## config.mk

```make
export PLATFORM = sky130hd
export DESIGN_NAME = digit_serial_alu
export DESIGN_NICKNAME = d
export VERILOG_FILES = /design/src/rtl/serial_alu_pkg.sv /design/src/rtl/digit_adder.sv /design/src/rtl/digit_serial_alu.sv
export SDC_FILE = /design/constraint.sdc
export NUM_CORES = 1
export LEC_CHECK = 0
export ABC_AREA = 1
export CORE_ASPECT_RATIO = 1.1
export CORE_MARGIN = 2
export CORE_UTILIZATION = 50
export CTS_CLUSTER_SIZE = 24
export DETAILED_ROUTE_END_ITERATION = 12
export PLACE_DENSITY = 0.84
export SETUP_SLACK_MARGIN = 0.05
export SYNTH_ARGS = -nofsm -noshare
export SYNTH_HDL_FRONTEND = slang
export SYNTH_SLANG_ARGS = --single-unit
```

## constraint.sdc

```tcl
create_clock -name clk -period 2.11 [get_ports clk]
set_input_delay 0.211 -clock clk [delete_from_list [all_inputs] [get_ports clk]]
set_output_delay 0.211 -clock clk [all_outputs]
set_load 0.005 [all_outputs]
```

## src/rtl/serial_alu_pkg.sv

```systemverilog
// Shared encodings for the digit-serial ALU: opcodes, FSM states and an op-class helper.
package serial_alu_pkg;

    localparam logic [2:0] OP_ADD   = 3'd0;
    localparam logic [2:0] OP_SUB   = 3'd1;
    localparam logic [2:0] OP_AND   = 3'd2;
    localparam logic [2:0] OP_OR    = 3'd3;
    localparam logic [2:0] OP_XOR   = 3'd4;
    localparam logic [2:0] OP_PASSA = 3'd5;
    localparam logic [2:0] OP_PASSB = 3'd6;

    typedef enum logic [1:0] {
        ST_IDLE = 2'd0,
        ST_RUN  = 2'd1,
        ST_DONE = 2'd2
    } state_e;

    function automatic logic is_arith(input logic [2:0] op);
        return (op == OP_ADD) || (op == OP_SUB);
    endfunction

endpackage

```

## src/rtl/digit_adder.sv

```systemverilog
// DIGIT-bit ripple adder; exposes the carry into the top bit so the caller can form signed overflow.
module digit_adder #(
    parameter int DIGIT = 1
) (
    input  logic [DIGIT-1:0] a,
    input  logic [DIGIT-1:0] b,
    input  logic             cin,
    output logic [DIGIT-1:0] sum,
    output logic             cout,
    output logic             c_msb
);

    logic [DIGIT:0] c;

    always_comb begin
        // NOTE: every variable gets a default before the loop so no path leaves it unassigned (no latch).
        c    = '0;
        sum  = '0;
        c[0] = cin;
        for (int i = 0; i < DIGIT; i++) begin
            sum[i]   = a[i] ^ b[i] ^ c[i];
            c[i + 1] = (a[i] & b[i]) | (c[i] & (a[i] ^ b[i]));
        end
    end

    assign cout  = c[DIGIT];
    assign c_msb = c[DIGIT - 1];

endmodule

```

## src/rtl/digit_serial_alu.sv

```systemverilog
// Digit-serial ALU: LSB-first operands, DIGIT bits per clock, registered result digits and end-of-op flags.
module digit_serial_alu
    import serial_alu_pkg::*;
#(
    parameter int WIDTH = 32,
    parameter int DIGIT = 1
) (
    input  logic             clk,
    input  logic             reset,
    input  logic             start,
    input  logic [2:0]       op,
    input  logic [DIGIT-1:0] a_dig,
    input  logic [DIGIT-1:0] b_dig,
    output logic             busy,
    output logic [DIGIT-1:0] rd_dig,
    output logic             dig_valid,
    output logic             done,
    output logic             carry_out,
    output logic             overflow,
    output logic             zero
);

    localparam int N      = WIDTH / DIGIT;
    localparam int BEAT_W = $clog2(N) + 1;
    localparam logic [BEAT_W-1:0] LAST_BEAT = BEAT_W'(N - 1);

    state_e             state_q;
    logic [2:0]         op_q;
    logic [BEAT_W-1:0]  beat_q;
    logic               carry_q;
    logic               zacc_q;
    logic [DIGIT-1:0]   rd_dig_q;
    logic               dig_valid_q;
    logic               done_q;
    logic               carry_out_q;
    logic               overflow_q;
    logic               zero_q;

    logic [DIGIT-1:0]   b_opnd;
    logic [DIGIT-1:0]   sum;
    logic               cout;
    logic               c_msb;
    logic [DIGIT-1:0]   result_d;
    logic               zacc_d;
    logic               arith;

    // Subtraction is a + ~b with the carry seeded to 1 at start.
    assign b_opnd = (op_q == OP_SUB) ? ~b_dig : b_dig;

    digit_adder #(.DIGIT(DIGIT)) u_adder (
        .a     (a_dig),
        .b     (b_opnd),
        .cin   (carry_q),
        .sum   (sum),
        .cout  (cout),
        .c_msb (c_msb)
    );

    always_comb begin
        result_d = a_dig;
        case (op_q)
            OP_ADD, OP_SUB: result_d = sum;
            OP_AND:         result_d = a_dig & b_dig;
            OP_OR:          result_d = a_dig | b_dig;
            OP_XOR:         result_d = a_dig ^ b_dig;
            OP_PASSB:       result_d = b_dig;
            default:        result_d = a_dig;
        endcase
    end

    assign arith  = is_arith(op_q);
    assign zacc_d = zacc_q & (result_d == '0);

    // NOTE: all state updates use <= so every register samples pre-edge values regardless of statement order.
    always_ff @(posedge clk) begin
        if (!reset) begin
            state_q     <= ST_IDLE;
            op_q        <= OP_ADD;
            beat_q      <= '0;
            carry_q     <= 1'b0;
            zacc_q      <= 1'b0;
            rd_dig_q    <= '0;
            dig_valid_q <= 1'b0;
            done_q      <= 1'b0;
            carry_out_q <= 1'b0;
            overflow_q  <= 1'b0;
            zero_q      <= 1'b0;
        end else begin
            case (state_q)
                ST_IDLE: begin
                    dig_valid_q <= 1'b0;
                    done_q      <= 1'b0;
                    if (start) begin
                        state_q <= ST_RUN;
                        op_q    <= op;
                        beat_q  <= '0;
                        zacc_q  <= 1'b1;
                        carry_q <= (op == OP_SUB);
                    end
                end
                ST_RUN: begin
                    rd_dig_q    <= result_d;
                    dig_valid_q <= 1'b1;
                    carry_q     <= cout;
                    zacc_q      <= zacc_d;
                    beat_q      <= beat_q + BEAT_W'(1);
                    if (beat_q == LAST_BEAT) begin
                        state_q     <= ST_DONE;
                        done_q      <= 1'b1;
                        carry_out_q <= arith & cout;
                        overflow_q  <= arith & (c_msb ^ cout);
                        zero_q      <= zacc_d;
                    end
                end
                ST_DONE: begin
                    dig_valid_q <= 1'b0;
                    done_q      <= 1'b0;
                    state_q     <= ST_IDLE;
                end
                default: state_q <= ST_IDLE;
            endcase
        end
    end

    assign busy      = (state_q != ST_IDLE);
    assign rd_dig    = rd_dig_q;
    assign dig_valid = dig_valid_q;
    assign done      = done_q;
    assign carry_out = carry_out_q;
    assign overflow  = overflow_q;
    assign zero      = zero_q;

endmodule
```

==> flow_metrics.tcl <==
set metrics [dict create \
    num_rows 16 \
    critPathTopFamily "adder cells" \
    crit_end "zero" \
    ctsHoldBuffers 0 \
    syn_to_final_growth_pct 20.5 \
    syn_area_sq_um 978 \
    netlist.top_cell.by_area "dfxtp_1" \
    cpMostUsedCell "nand2_1" \
    critical_path_peak_fanout 4 \
    fillers 158 \
    finalCriticalPeriod_ns 1.76 \
    die-area_sq_um 2330 \
    maxCapViolCount 0 \
    vias_per_cell 4.89 \
    r2r_end "zero" \
    yosysMostFrequentCell "nand2_1" \
    fin_skew_ns 0.00161 \
    antenna-diode-count 0 \
    die_h_um 50.4 \
    cts_made_buffers 3 \
    cp_slowest_stage_delay_ns 0.48 \
    grt_first_pass_wirelength_um 3110 \
    cts_max_level 1 \
    drt_iter0_drc 8 \
    maxSlewHeadroom_pct 73.8 \
    postRouteAntennaNets 0 \
    dpl.hpwl_um 1460 \
    grt_overflow 0 \
    holdPathStages 2 \
    grt_usage_pct 18.3 \
    clkSlewWorstSetupHoldPaths_ns 0.11 \
    synth_top_area_share_pct 38.9 \
    p_switching_mw 0.201 \
    coreArea_sq_um 1820 \
    ys_types 23 \
    setup_ws_ns 0.348 \
    synth_top_cells_by_count "nand2_1 (28), dfxtp_1 (19), inv_1 (15)" \
    place.gp.congestion 0.803 \
    grt_max_degree 13 \
    crit_type "flop to flop" \
    seqPwrFrac_pct 55.2 \
    p_int_mw 0.500 \
    fin_tns_setup_ns 0 \
    finalSetupViolCount 0 \
    r2r_slack_ns 0.35 \
    io-pin-count 15 \
    io_buffers 14 \
    path_cells "nor2_2 > nand2_1 > xor2_1 > fa_1 > inv_1 > a21oi_1 > nand2_1 > nand2_1 > nand2_1 > a21oi_1" \
    clkPwrFrac_pct 26.4 \
    routed_wl_um 1830 \
    critPathRequiredTime_ns 2.35 \
    ys_seq_elements 19 \
    antenna_found_initial 0 \
    worstHoldPathType "flop to flop" \
    setup.worst_path.start_class "flop" \
    hold_viol 0 \
    worst_ep_arrival_time_ns 2.00 \
    clock_sinks 19 \
    clkLatencyLatePin_ns 0.30 \
    final_max_slew_viol_count 0 \
    synth_nets 141 \
    synth_edf_count 0 \
    power.leakage_nw 0.490 \
    initial_core_util_pct 53.7 \
    rsz0062_at_grt "no" \
    p_per_area_nw_per_um2 595 \
    top_layer_used "met4" \
    p_comb_share_pct 18.5 \
    p_sw_share_pct 28.7 \
    clockRootBuffer "clkbuf_4" \
    period_share_pct 83.5 \
    cp_num_cells 10 \
    synth_area_leaders "dfxtp_1 (39%), nand2_1 (11%), a21oi_1 (7.2%), inv_1 (5.8%), nor2_1 (5.4%)" \
    synth_seq_area_share_pct 38.9 \
    dr_wl_met2_um 928 \
    num_vias 846 \
    avgSynthCellArea_sq_um 7.58 \
    drive_gt1_share_pct 12.3 \
    r2r-start "op_q[2]" \
    post-route-util_pct 64.7 \
    slowest_stage "fa_1" \
    endpoint_kind "flop" \
    nets 159 \
    ys.flop_type "dfxtp_1" \
    grt_pass1_vias 808 \
    syn_inst 129 \
    ff2ff_path_depth 10 \
    place_ws_ns 0.203 \
    wl_per_cell_um 10.5 \
    clockBufferDepth 2 \
    yosys_warnings 0 \
    cp_num_buf_inv 1 \
    total_power_mw 0.701 \
    dr.pass1.iters 4 \
    dr_wl_met3_um 38 \
    status "complete, no violations" \
    fmax_mhz 568 \
    post-route-drc-count 0 \
    ir_drop_mv 0.352 \
    async_flop_share_pct 0 \
    die_w_um 46.2 \
    tightest_slew_ns 0.392 \
    wl_met1_um 838 \
    cts_tree "built" \
    setup.worst_path.start "op_q[2]" \
]
==> what timing repair did <==
| item | CTS | global route |
|---|---|---|
| setup buffers | 0 | 0 |
| setup endpoints to repair | 0 | 1 |
| endpoints found under the hold margin | 0 | 0 |
| resized for setup | 0 | 1 |
==> how the worst min path moves through the flow <==
stage	start	endpoint
floorplan	reset	carry_q
global placement	done	done
detailed placement	done	done
CTS	done	done
finish	done	done
global route	op[1]	op_q[1]
==> power by group through the flow <==
stage	combinational, mW	clock [mW]	sequential, mW
floorplan	0.0883	0	0.392
global placement	0.126	0	0.394
detailed placement	0.131	0	0.395
CTS	0.131	0.189	0.387
global route	0.149	0.208	0.389
finish	0.130	0.185	0.387
==> logic make-up after synthesis <==
logic type,Yosys count,share of synthesized area (%)
AOI/OAI and AO/OA,26,14.8
buffers and inverters,22,8.82
and+or+nand+nor,57,30.7
adders and majority gates,4,5.88
xor gates and xnor gates,1,0.895
DFF,19,38.9
==> through the flow <==
step           instance area, sq um  std cells  hold WS [ns]
2_1_floorplan                   978        129         0.309
3_3_place_gp                   1150        169         0.444
3_5_place_dp                   1150        169         0.454
4_1_cts                        1180        173         0.469
5_1_grt                        1180        173         0.495
6_report                       1180        173         0.465
==> registers in the layout, indices dropped and copies added (netlist names) <==
| register | cells |
|---|---|
| dig_valid | 1 |
| op_q | 3 |
| state_q | 2 |
| zacc_q | 1 |
| zero | 1 |
| overflow | 1 |
| beat_q | 6 |
| done | 1 |
| rd_dig | 1 |
| carry_q | 1 |
| carry_out | 1 |
==> metal layers <==
layer,GRT usage [%],vias up
met2,33.6,11
met1,18.8,385
li1,-,448
met4,7.14,0
met3,4.32,2
met5,0,-
==> placed cells by master, fill, tap and decap left out, drive strengths merged, types with 2 or more instances in the layout <==
master	netlist	layout
a21oi	14	14
clkinv	1	2
nand3b	2	2
dfxtp	19	19
clkdlybuf4s50	0	14
clkbuf	1	3
nand3	7	7
o21ai	9	9
nor2	17	17
nor3	2	2
inv	20	20
nand2	29	29
ha	3	3
==> final cells by class <==
type / count / area (sq um) / area share, %
clock inverter: 1 / 5.00 / 0.425
tap: 27 / 33.8 / 2.87
sequential: 19 / 380 / 32.3
clock buffer: 3 / 22.5 / 1.91
inverter: 21 / 82.6 / 7.01
multi-input combinational: 88 / 514 / 43.6
timing repair buffer: 14 / 140 / 11.9
==> worst register-to-register path: cells and delay by family, from the launching register on <==
kind            cells  cell delay (ns)
compound gates      2             0.25
simple gates        5             0.44
buf+inv             1             0.04
flops               1             0.35
fa+ha+maj           1             0.48
xor+xnor            1             0.15
Power figures use the tool's default switching activity.
